File: src/rtl/pool_pkg.sv
// ============================================================================
// pool_pkg : shared FSM state encoding and default parameters for pool_seq_ctrl
// Rev 1.0
// ============================================================================
`default_nettype none

package pool_pkg;

  localparam int POOL_BITWIDTH = 8;
  localparam int POOL_LENGTH   = 4;
  localparam int POOL_LAT_DEF  = 1;
  localparam int POOL_CNT_W    = 16;

  typedef enum logic [2:0] {
    ST_IDLE  = 3'd0,
    ST_LOAD  = 3'd1,
    ST_DRAIN = 3'd2,
    ST_OUT   = 3'd3,
    ST_FIN   = 3'd4
  } pool_state_t;

endpackage

`default_nettype wire

File: src/rtl/pool_seq_ctrl.sv
// ============================================================================
// pool_seq_ctrl : sequences sample windows into an external max-pool datapath
// Rev 1.0
// ============================================================================
`default_nettype none

module pool_seq_ctrl
  import pool_pkg::*;
#(
  parameter int BITWIDTH = POOL_BITWIDTH,
  parameter int LENGTH   = POOL_LENGTH,
  parameter int POOL_LAT = POOL_LAT_DEF,   // must be >= 1
  parameter int CNT_W    = POOL_CNT_W
) (
  input  logic                clk,
  input  logic                rst,
  input  logic                start,
  input  logic [CNT_W-1:0]    num_windows,
  input  logic                in_valid,
  output logic                in_ready,
  input  logic [BITWIDTH-1:0] in_data,
  output logic                pool_ena,
  output logic [BITWIDTH-1:0] pool_data,
  input  logic [BITWIDTH-1:0] pool_result,
  output logic                out_valid,
  input  logic                out_ready,
  output logic [BITWIDTH-1:0] out_data,
  output logic                busy,
  output logic                done
);

  localparam int SCNT_W = (LENGTH > 1)   ? $clog2(LENGTH)   : 1;
  localparam int DCNT_W = (POOL_LAT > 1) ? $clog2(POOL_LAT) : 1;

  pool_state_t       state;
  logic [CNT_W-1:0]  win_target;
  logic [CNT_W-1:0]  win_cnt;
  logic [CNT_W-1:0]  win_next;
  logic [SCNT_W-1:0] smp_cnt;
  logic [DCNT_W-1:0] drn_cnt;
  logic              accept;

  assign in_ready  = (state == ST_LOAD);
  assign accept    = in_ready && in_valid;
  assign pool_ena  = accept || (state == ST_DRAIN);
  // Drain beats push zeros, which never win an unsigned max.
  assign pool_data = (state == ST_LOAD) ? in_data : '0;
  assign busy      = (state != ST_IDLE);
  assign done      = (state == ST_FIN);
  assign win_next  = win_cnt + 1'b1;

  always_ff @(posedge clk or posedge rst) begin
    if (rst) begin
      state      <= ST_IDLE;
      win_target <= '0;
      win_cnt    <= '0;
      smp_cnt    <= '0;
      drn_cnt    <= '0;
      out_valid  <= 1'b0;
      out_data   <= '0;
    end else begin
      case (state)
        ST_IDLE: begin
          if (start) begin
            win_target <= num_windows;
            win_cnt    <= '0;
            smp_cnt    <= '0;
            drn_cnt    <= '0;
            state      <= (num_windows == '0) ? ST_FIN : ST_LOAD;
          end
        end
        ST_LOAD: begin
          if (accept) begin
            if (smp_cnt == SCNT_W'(LENGTH - 1)) begin
              smp_cnt <= '0;
              drn_cnt <= '0;
              state   <= ST_DRAIN;
            end else begin
              smp_cnt <= smp_cnt + 1'b1;
            end
          end
        end
        ST_DRAIN: begin
          if (drn_cnt == DCNT_W'(POOL_LAT - 1)) begin
            drn_cnt <= '0;
            state   <= ST_OUT;
          end else begin
            drn_cnt <= drn_cnt + 1'b1;
          end
        end
        ST_OUT: begin
          // First OUT cycle captures the settled datapath result.
          if (!out_valid) begin
            out_valid <= 1'b1;
            out_data  <= pool_result;
          end else if (out_ready) begin
            out_valid <= 1'b0;
            win_cnt   <= win_next;
            state     <= (win_next == win_target) ? ST_FIN : ST_LOAD;
          end
        end
        ST_FIN: begin
          state <= ST_IDLE;
        end
        default: begin
          state <= ST_IDLE;
        end
      endcase
    end
  end

endmodule

`default_nettype wire
File: config.mk
export PLATFORM = sky130hd
export DESIGN_NAME = pool_seq_ctrl
export DESIGN_NICKNAME = d
export VERILOG_FILES = /design/src/rtl/pool_pkg.sv /design/src/rtl/pool_seq_ctrl.sv
export SDC_FILE = /design/constraint.sdc
export NUM_CORES = 1
export LEC_CHECK = 0
export CAP_MARGIN = 10
export CORE_UTILIZATION = 31
export CTS_BUF_LIST = sky130_fd_sc_hd__clkbuf_4 sky130_fd_sc_hd__clkbuf_8
export DETAILED_ROUTE_END_ITERATION = 10
export PLACE_DENSITY_LB_ADDON = 0.05
export SLEW_MARGIN = 20
export SYNTH_ARGS = -nofsm -noshare
export SYNTH_HDL_FRONTEND = slang
export SYNTH_SLANG_ARGS = --single-unit
File: constraint.sdc
create_clock -name clk -period 3.6 [get_ports clk]
set_input_delay 0.54 -clock clk [delete_from_list [all_inputs] [get_ports clk]]
set_output_delay 0.54 -clock clk [all_outputs]
set_load 0.01 [all_outputs]
==> impl_metrics.env, run 1 <==
export IMPL_synth_yosys_seq_area_share=0.436
export IMPL_synth_cell_area_um2=2640
export IMPL_port_buffer_count=57
export IMPL_final_period_utilization=0.820
export IMPL_cts_htree_levels=2
export IMPL_count_of_unresolved_drc_violations_after_routing=0
export IMPL_ir_worst_vdd_uv=216
export IMPL_arrival_ns=2.41
export IMPL_routed_wl_mm=6.70
export IMPL_antennaDiodeCount=0
export IMPL_final_setup_tns_ns=0
export IMPL_critical_path_startpoint_type="flop"
export IMPL_route_detailed_wl_per_inst_um=15.5
export IMPL_skew_ns=0.00778
export IMPL_cts_root_to_sink_buffers=2
export IMPL_cts_repair_timing_setup_buffer_count=0
export IMPL_max_clock_freq_ghz=0.339
export IMPL_clock_sinks=46
export IMPL_finish_utilization=0.411
export IMPL_timing_final_hold_violations=0
export IMPL_critical_path_max_fanout=12
export IMPL_insertion_delay_ns=0.30
export IMPL_postCtsHoldBufs=0
export IMPL_clkTransAtPathRegs_ns=0.10
export IMPL_hold_class="reg -> reg"
export IMPL_most_frequent_standard_cell_in_the_layout_excluding_fill_and_tap_cells="sky130_fd_sc_hd__clkdlybuf4s50_1"
export IMPL_route_vias_total=2240
export IMPL_required_time_of_the_critical_path_ns=3.06
export IMPL_place_detailed_hpwl_mm=4.90
export IMPL_areaGrowthSynthToFinish_pct=28.1
export IMPL_grt_pass1_wl_mm=11.0
export IMPL_leakagePower_nw=1.32
export IMPL_die_area_um2=8880
export IMPL_floorplan_io_pins=58
export IMPL_syn_warnings=0
export IMPL_synth_cells=276
export IMPL_chipWidth_um=94.2
export IMPL_number_of_fill_cells=826
export IMPL_number_of_global_route_vias_before_repair=2065
export IMPL_synth_edff_count=0
export IMPL_grt_overflow_total=0
export IMPL_cts_tree="yes"
export IMPL_antenna_left=0
export IMPL_syn_area_per_cell_um2=9.56
export IMPL_dr_first_iter_drc_count=161
export IMPL_design_core_area_um2=8220
export IMPL_tightestPinTransition_ns=0.818
export IMPL_detail_route_first_pass_iterations=4
export IMPL_viasPerCell=5.19
export IMPL_synth_cell_type_count=44
export IMPL_grt_setup_unrepaired="no"
export IMPL_most_common_layout_cells="57 x sky130_fd_sc_hd__clkdlybuf4s50_1, 46 x sky130_fd_sc_hd__dfrtp_1, 26 x sky130_fd_sc_hd__nor2_1"
export IMPL_cts_repair_resized=0
export IMPL_finalWeightedCongestion=0.823
export IMPL_largest_net_degree_at_the_start_of_global_routing=47
export IMPL_status="completed"
export IMPL_cts_made_buffers=5
export IMPL_cts_root_buf="sky130_fd_sc_hd__clkbuf_8"
export IMPL_mappedNetlistNets=315
export IMPL_initial_standard_cell_utilization_of_the_core=0.321
export IMPL_std_cell_rows=33
export IMPL_maxCapViolCount=0
export IMPL_grt_antenna_before_repair=0
export IMPL_grtUsageTotal=0.163
export IMPL_crit_path_end_kind="primary output"
export IMPL_final_nets=365
export IMPL_drive_above_1_share=0.122
export IMPL_final_max_slew_violation_count=0
export IMPL_synthArstFlopShare=1.00
export IMPL_postSynth_topFlopCell="sky130_fd_sc_hd__dfrtp_1"
export IMPL_cellPowerDensity_nw_per_um2=645
export IMPL_die_h_um=94.2
export IMPL_final_setup_viols=0
export IMPL_ys_seq_elements=46
export IMPL_setup_worst_path_class="reg -> out"
export IMPL_post_route_min_period_ns=2.95
export IMPL_normalized_max_slew_margin=0.454
## worst max-delay path: stages, from the launching register on
cell and delay (ns):
sky130_fd_sc_hd__dfrtp_1 0.51, sky130_fd_sc_hd__nor2b_1 0.28, sky130_fd_sc_hd__nor2b_1 0.56, sky130_fd_sc_hd__and2_1 0.21, sky130_fd_sc_hd__clkdlybuf4s50_1 0.53
## final timing paths
check / from / endpoint / slack, ns / cells after the start
worst max-delay path: state[0] / pool_data[7] / 0.65 / 4
worst min-delay path: out_data[5] / out_data[5] / 0.52 / 1
worst max register to register: win_cnt[0] / state[0] / 1.00 / 8
worst min register to register: out_data[5] / out_data[5] / 0.52 / 1
max in group asynchronous: rst / win_cnt[1] / 2.43 / 2
min in group asynchronous: rst / out_data[7] / 0.68 / 2
## power breakdown
part	total, mW	switching (mW)	internal (mW)
logic	0.990	0.440	0.551
registers	0.856	0.173	0.684
clock network	0.332	0.195	0.137
total	2.18	0.807	1.37
## per-stage QoR
step | hold slack [ns] | std cells | setup slack (ns) | power, mW | instance area, um2
after floorplan | 0.470 | 276 | 1.31 | 1.46 | 2640
final | 0.516 | 432 | 0.647 | 2.18 | 3380
after CTS | 0.524 | 432 | 0.600 | 2.21 | 3380
after global routing | 0.540 | 432 | 0.421 | 2.35 | 3380
after global placement | 0.491 | 424 | 1.03 | 1.86 | 3290
after detailed placement | 0.496 | 424 | 0.954 | 1.87 | 3290
## cells in the mapped netlist (all sizes together), types with 3 or more instances
cell type,count,area (um2)
nand4,7,50.1
nand3,6,30.0
and2,11,68.8
o31ai,6,45.0
xor2,13,114
nor2,26,97.6
a31oi,3,18.8
inv,3,11.3
o21ai,25,125
a21oi,10,50.1
nor2b,3,18.8
clkbuf,9,33.8
buf,8,41.3
nor4,4,25.0
dfrtp,46,1150
nand3b,3,22.5
mux2,24,270
xnor2,10,87.6
nor3,7,40.0
nand2,24,90.1
## cell type report
type | instances | area (um2) | area share
Sequential cell | 46 | 1150 | 0.341
Clock buffer | 5 | 68.8 | 0.0204
Timing Repair Buffer | 60 | 593 | 0.176
Tap cell | 105 | 131 | 0.0389
Clock inverter | 3 | 21.3 | 0.00630
Inverter | 3 | 12.5 | 0.00370
Multi-Input combinational cell | 210 | 1400 | 0.414
## metal layers
layer | routed length (um) | track usage
met3 | 242 | 0.0243
met1 | 3480 | 0.246
met2 | 2890 | 0.238
met4 | 90 | 0.0474
met5 | 0 | 0
## cell families (layout without fill, tap and decap cells)
family          Yosys count  count (layout)  share of synthesized area
buf+inv                  20              71                     0.0327
fa+ha+maj                 2               2                    0.00949
compound gates           59              59                      0.141
flops                    46              46                      0.436
xor+xnor                 23              23                     0.0764
mux                      24              24                      0.102
simple gates            102             102                      0.202
## flip-flops by register name, indices dropped and copies added, names as in the netlist
| signal | count |
|---|---|
| win_cnt | 16 |
| win_target | 16 |
| out_data | 8 |
| state | 3 |
| smp_cnt | 2 |
| out_valid | 1 |
Power figures use the tool's default switching activity.
==> run 2, diff against run 1 <==
==> constraint.sdc (replaced) <==
create_clock -name clk -period 2.72 [get_ports clk]
set_input_delay 0.408 -clock clk [delete_from_list [all_inputs] [get_ports clk]]
set_output_delay 0.408 -clock clk [all_outputs]
set_load 0.01 [all_outputs]
==> run 2 against run 1 <==
Against the previous run: combinational power grew 35%; sequential cell count unchanged; total power grew 34%; largest cell class unchanged; first-iteration DRC count decreased by 18%; highest routed layer unchanged; clock power rose by 33%; sequential power rose by 33%; non-clock buffer count rose by 7; critical path depth increased by 4.
==> impl_metrics.env, run 2 (synthesized netlist as in run 1, its figures left out) <==
export IMPL_status="completed"
export IMPL_grt_setup_unrepaired="no"
export IMPL_die_h_um=94.2
export IMPL_chipWidth_um=94.2
export IMPL_final_max_slew_violation_count=0
export IMPL_drive_above_1_share=0.141
export IMPL_crit_path_cell_trace="ha_1 -> and3_1 -> nand2_1 -> or3_1 -> xnor2_1 -> or3_1 -> nor3_2 -> o221ai_1"
export IMPL_routed_wl_mm=6.78
export IMPL_power_clock_fraction=0.151
export IMPL_die_area_um2=8880
export IMPL_final_period_utilization=0.932
export IMPL_most_frequent_standard_cell_in_the_layout_excluding_fill_and_tap_cells="sky130_fd_sc_hd__clkdlybuf4s50_1"
export IMPL_reg2reg_slack_ns=0.19
export IMPL_areaGrowthSynthToFinish_pct=30.1
export IMPL_finish_utilization=0.418
export IMPL_cts_tree="yes"
export IMPL_cellInternalPower_mw=1.84
export IMPL_crit_path_end_kind="flop"
export IMPL_setup_worst_path_class="reg -> reg"
export IMPL_final_setup_tns_ns=0
export IMPL_std_cell_rows=33
export IMPL_ir_worst_vdd_uv=332
export IMPL_place_detailed_hpwl_mm=5.20
export IMPL_normalized_max_slew_margin=0.707
export IMPL_r2r_worst_path_cells=8
export IMPL_most_common_layout_cells="57 x sky130_fd_sc_hd__clkdlybuf4s50_1, 46 x sky130_fd_sc_hd__dfrtp_1, 26 x sky130_fd_sc_hd__nor2_1"
export IMPL_route_vias_total=2245
export IMPL_insertion_delay_ns=0.31
export IMPL_leakagePower_nw=1.36
export IMPL_antenna_left=0
export IMPL_tightestPinTransition_ns=0.437
export IMPL_count_of_unresolved_drc_violations_after_routing=0
export IMPL_cts_made_buffers=5
export IMPL_power_switching_fraction=0.370
export IMPL_post_route_min_period_ns=2.53
export IMPL_viasPerCell=5.11
export IMPL_finalWeightedCongestion=0.876
export IMPL_grtUsageTotal=0.164
export IMPL_crit_path_frequent_cell="sky130_fd_sc_hd__or3_1"
export IMPL_number_of_global_route_vias_before_repair=2119
export IMPL_final_setup_viols=0
export IMPL_cts_root_buf="sky130_fd_sc_hd__clkbuf_8"
export IMPL_clkTransAtPathRegs_ns=0.10
export IMPL_grt_antenna_before_repair=0
export IMPL_port_buffer_count=57
export IMPL_cpPeakStageDelay_ns=0.48
export IMPL_design_core_area_um2=8220
export IMPL_power_sequential_fraction=0.390
export IMPL_maxCapViolCount=0
export IMPL_cts_repair_timing_setup_buffer_count=0
export IMPL_skew_ns=0.00780
export IMPL_hold_worst_slack_ns=0.353
export IMPL_arrival_ns=2.71
export IMPL_top_regs="win_cnt x16, win_target x16, out_data x8"
export IMPL_timing_final_hold_violations=0
export IMPL_largest_net_degree_at_the_start_of_global_routing=18
export IMPL_grt_pass1_wl_mm=11.1
export IMPL_grt_overflow_total=0
export IMPL_initial_standard_cell_utilization_of_the_core=0.321
export IMPL_required_time_of_the_critical_path_ns=2.89
export IMPL_hold_class="in -> async"
export IMPL_floorplan_io_pins=58
export IMPL_worst_r2r_endpoint="state[0]"
export IMPL_final_nets=372
export IMPL_dr_first_iter_drc_count=132
export IMPL_detail_route_first_pass_iterations=4
export IMPL_antennaDiodeCount=0
export IMPL_power_frac_comb=0.459
export IMPL_max_clock_freq_ghz=0.395
export IMPL_route_detailed_wl_per_inst_um=15.4
export IMPL_critical_path_max_fanout=8
export IMPL_cts_root_to_sink_buffers=2
export IMPL_postCtsHoldBufs=0
export IMPL_startpoint_of_the_worst_register_to_register_path="win_cnt[0]"
export IMPL_net_switching_power_mw=1.08
export IMPL_clock_sinks=46
export IMPL_cts_htree_levels=2
export IMPL_cellPowerDensity_nw_per_um2=853
export IMPL_critical_path_startpoint_type="flop"
export IMPL_critPathSlowestCell="sky130_fd_sc_hd__dfrtp_1"
export IMPL_cts_repair_resized=0
## run 2: cell types whose count changed in the layout (fill, tap and decap cells not counted), sizes merged
cell,before,now
buf,3,10
inv,2,5
clkinvlp,1,0
clkinv,3,1
## run 2: area by class of cell
cell class / count / area (um2)
Multi-Input combinational cell: 210 / 1400
Clock inverter: 3 / 22.5
Tap cell: 105 / 131
Timing Repair Buffer: 67 / 646
Fill cell: 812 / 4790
Sequential cell: 46 / 1150
Inverter: 3 / 11.3
Clock buffer: 5 / 68.8
## run 2: metrics by stage
stage / area, um2 / setup WS [ns] / total power, mW / std cells
floorplan: 2640 / 0.428 / 1.93 / 276
global placement: 3340 / 0.275 / 2.51 / 431
detailed placement: 3340 / 0.215 / 2.52 / 431
CTS: 3430 / 0.184 / 2.97 / 439
global route: 3430 / 0.0229 / 3.15 / 439
finish: 3430 / 0.186 / 2.93 / 439
## run 2: power groups by stage
stage	clock network (mW)	logic (mW)	registers, mW
after floorplan	0	0.845	1.08
after global placement	0	1.36	1.15
after detailed placement	0	1.36	1.16
after CTS	0.460	1.36	1.14
after global routing	0.483	1.49	1.18
final	0.442	1.34	1.14
## run 2: how the worst max path moves through the flow
stage,start,to,cells after the start
2_1_floorplan,win_cnt[0],state[0],9
3_3_place_gp,win_cnt[0],state[0],8
3_5_place_dp,win_cnt[0],state[0],8
4_1_cts,state[0],pool_data[0],5
5_1_grt,win_cnt[0],state[0],8
6_report,win_cnt[0],state[0],8
## run 2: metal layers
layer,GRT usage,up-vias,share of wire
li1,-,1099,-
met1,0.240,1077,0.50
met2,0.249,63,0.45
met3,0.0251,6,0.040
met4,0.0449,0,0.0091
met5,0,-,0
## run 2: worst max-delay path, delay by kind of cell (launching register included)
kind	cells	cell delay, ns
compound gates	1	0.13
xor+xnor	1	0.14
fa+ha+maj	1	0.33
flops	1	0.48
simple gates	5	1.32
==> run 3, diff against run 2 <==
--- a/config.mk
+++ b/config.mk
@@ -6,10 +6,11 @@
 export NUM_CORES = 1
 export LEC_CHECK = 0
 export CAP_MARGIN = 10
+export CORE_ASPECT_RATIO = 1.25
 export CORE_UTILIZATION = 31
 export CTS_BUF_LIST = sky130_fd_sc_hd__clkbuf_4 sky130_fd_sc_hd__clkbuf_8
 export DETAILED_ROUTE_END_ITERATION = 10
-export PLACE_DENSITY_LB_ADDON = 0.05
+export PLACE_DENSITY = 0.63
 export SLEW_MARGIN = 20
 export SYNTH_ARGS = -nofsm -noshare
 export SYNTH_HDL_FRONTEND = slang
==> constraint.sdc (replaced) <==
create_clock -name clk -period 2.95 [get_ports clk]
set_input_delay 0.4425 -clock clk [delete_from_list [all_inputs] [get_ports clk]]
set_output_delay 0.4425 -clock clk [all_outputs]
set_load 0.01 [all_outputs]
==> run 3 against run 2 <==
Against the previous run: combinational power fell by 7%; largest power group unchanged; critical path type is now reg -> out; total power shrank 8.4%; clock-buffer cell count stayed put; critical endpoint is now pool_data[4].
==> impl_metrics.env, run 3 (synthesized netlist as in run 1, its figures left out) <==
export IMPL_finalInstanceArea_um2=3400
export IMPL_initial_standard_cell_utilization_of_the_core=0.320
export IMPL_floorplan_io_pins=58
export IMPL_required_time_of_the_critical_path_ns=2.51
export IMPL_skew_ns=0.00532
export IMPL_timing_final_hold_violations=0
export IMPL_detail_route_first_pass_iterations=4
export IMPL_tightestPinTransition_ns=0.619
export IMPL_arrival_ns=2.12
export IMPL_port_buffer_count=57
export IMPL_final_period_utilization=0.868
export IMPL_routed_wl_mm=6.40
export IMPL_grt_pass1_wl_mm=11.1
export IMPL_clkTransAtPathRegs_ns=0.09
export IMPL_die_area_um2=8880
export IMPL_most_common_layout_cells="57 x sky130_fd_sc_hd__clkdlybuf4s50_1, 46 x sky130_fd_sc_hd__dfrtp_1, 26 x sky130_fd_sc_hd__nor2_1"
export IMPL_antenna_left=0
export IMPL_status="completed"
export IMPL_grt_overflow_total=0
export IMPL_cellPowerDensity_nw_per_um2=789
export IMPL_register_area_um2=1150
export IMPL_finish_utilization=0.412
export IMPL_critical_path_max_fanout=12
export IMPL_cpPeakStageDelay_ns=0.54
export IMPL_design_core_area_um2=8240
export IMPL_cts_repair_resized=0
export IMPL_crit_path_end_kind="primary output"
export IMPL_grtUsageTotal=0.156
export IMPL_cts_repair_timing_setup_buffer_count=0
export IMPL_normalized_max_slew_margin=0.586
export IMPL_cts_tree="yes"
export IMPL_std_cell_rows=37
export IMPL_postCtsHoldBufs=0
export IMPL_cts_root_to_sink_buffers=2
export IMPL_final_nets=369
export IMPL_chipWidth_um=84.5
export IMPL_dr_first_iter_drc_count=170
export IMPL_critPathSlowestCell="sky130_fd_sc_hd__clkdlybuf4s50_1"
export IMPL_critical_path_startpoint_type="flop"
export IMPL_setup_worst_path_class="reg -> out"
export IMPL_top_regs="win_cnt x16, win_target x16, out_data x8"
export IMPL_maxCapViolCount=0
export IMPL_cts_made_buffers=5
export IMPL_clock_sinks=46
export IMPL_antennaDiodeCount=0
export IMPL_largest_net_degree_at_the_start_of_global_routing=23
export IMPL_placement_cell_area_um2=3310
export IMPL_place_detailed_hpwl_mm=4.94
export IMPL_crit_path_cell_trace="nor2b_1 -> nor2b_1 -> buf_4 -> and2_1 -> clkdlybuf4s50_1"
export IMPL_final_setup_viols=0
export IMPL_route_detailed_wl_per_inst_um=15.0
export IMPL_final_setup_tns_ns=0
export IMPL_most_frequent_standard_cell_in_the_layout_excluding_fill_and_tap_cells="sky130_fd_sc_hd__clkdlybuf4s50_1"
export IMPL_grt_setup_unrepaired="no"
export IMPL_number_of_global_route_vias_before_repair=2199
export IMPL_leakagePower_nw=1.34
export IMPL_insertion_delay_ns=0.30
export IMPL_post_route_min_period_ns=2.56
export IMPL_final_max_slew_violation_count=0
export IMPL_multi_input_area_um2=1400
export IMPL_ir_worst_vdd_uv=401
export IMPL_number_of_fill_cells=844
export IMPL_drive_above_1_share=0.133
export IMPL_crit_path_frequent_cell="sky130_fd_sc_hd__nor2b_1"
export IMPL_count_of_unresolved_drc_violations_after_routing=0
export IMPL_finalWeightedCongestion=0.929
export IMPL_viasPerCell=5.27
export IMPL_cts_root_buf="sky130_fd_sc_hd__clkbuf_8"
export IMPL_max_clock_freq_ghz=0.391
export IMPL_areaGrowthSynthToFinish_pct=28.8
export IMPL_route_vias_total=2255
export IMPL_hold_class="in -> async"
export IMPL_die_h_um=105
export IMPL_grt_antenna_before_repair=0
export IMPL_cts_htree_levels=2
-- run 3: layout make-up --
class,instances,share of cell area
inverter,3,0.00331
clock inverter,3,0.00626
multi-input combinational,210,0.412
clock buffer,5,0.0203
tap,97,0.0357
sequential,46,0.339
timing repair buffer,64,0.183
-- run 3: final timing paths --
check,startpoint,to,slack (ns),cells past startpoint
worst max-delay path,state[0],pool_data[4],0.39,5
worst min-delay path,rst,out_data[7],0.37,2
worst max register to register,win_cnt[0],state[0],0.40,8
worst min register to register,win_cnt[15],win_cnt[15],0.51,1
max in group asynchronous,rst,win_target[7],2.03,3
min in group clk,win_cnt[15],win_cnt[15],0.51,1
-- run 3: metal layers --
layer / routed length, um / vias to the layer above / part of all wire / track usage
met5: 0 / - / 0 / 0
met4: 182 / 0 / 0.028 / 0.0787
met3: 246 / 15 / 0.038 / 0.0245
met2: 3280 / 57 / 0.51 / 0.257
met1: 2690 / 1085 / 0.42 / 0.198
li1: - / 1098 / - / -
-- run 3: worst max-delay path, delay by kind of cell, from the launching register on --
kind	cells	cell delay, ns
and+or+nand+nor	3	0.58
DFF	1	0.52
buffers and inverters	2	0.71
-- run 3: report_power, final --
group | total, mW | switching (mW) | internal, mW
clock | 0.392 | 0.225 | 0.167
sequential | 1.04 | 0.206 | 0.834
combinational | 1.25 | 0.559 | 0.688
-- run 3: stage by stage --
step / instances / setup slack, ns / hold slack (ns) / power (mW)
after floorplan: 276 / 0.658 / 0.470 / 1.78
after global placement: 420 / 0.495 / 0.485 / 2.28
after detailed placement: 420 / 0.433 / 0.496 / 2.30
after CTS: 428 / 0.375 / 0.370 / 2.70
after global routing: 428 / 0.209 / 0.398 / 2.86
final: 428 / 0.390 / 0.367 / 2.68
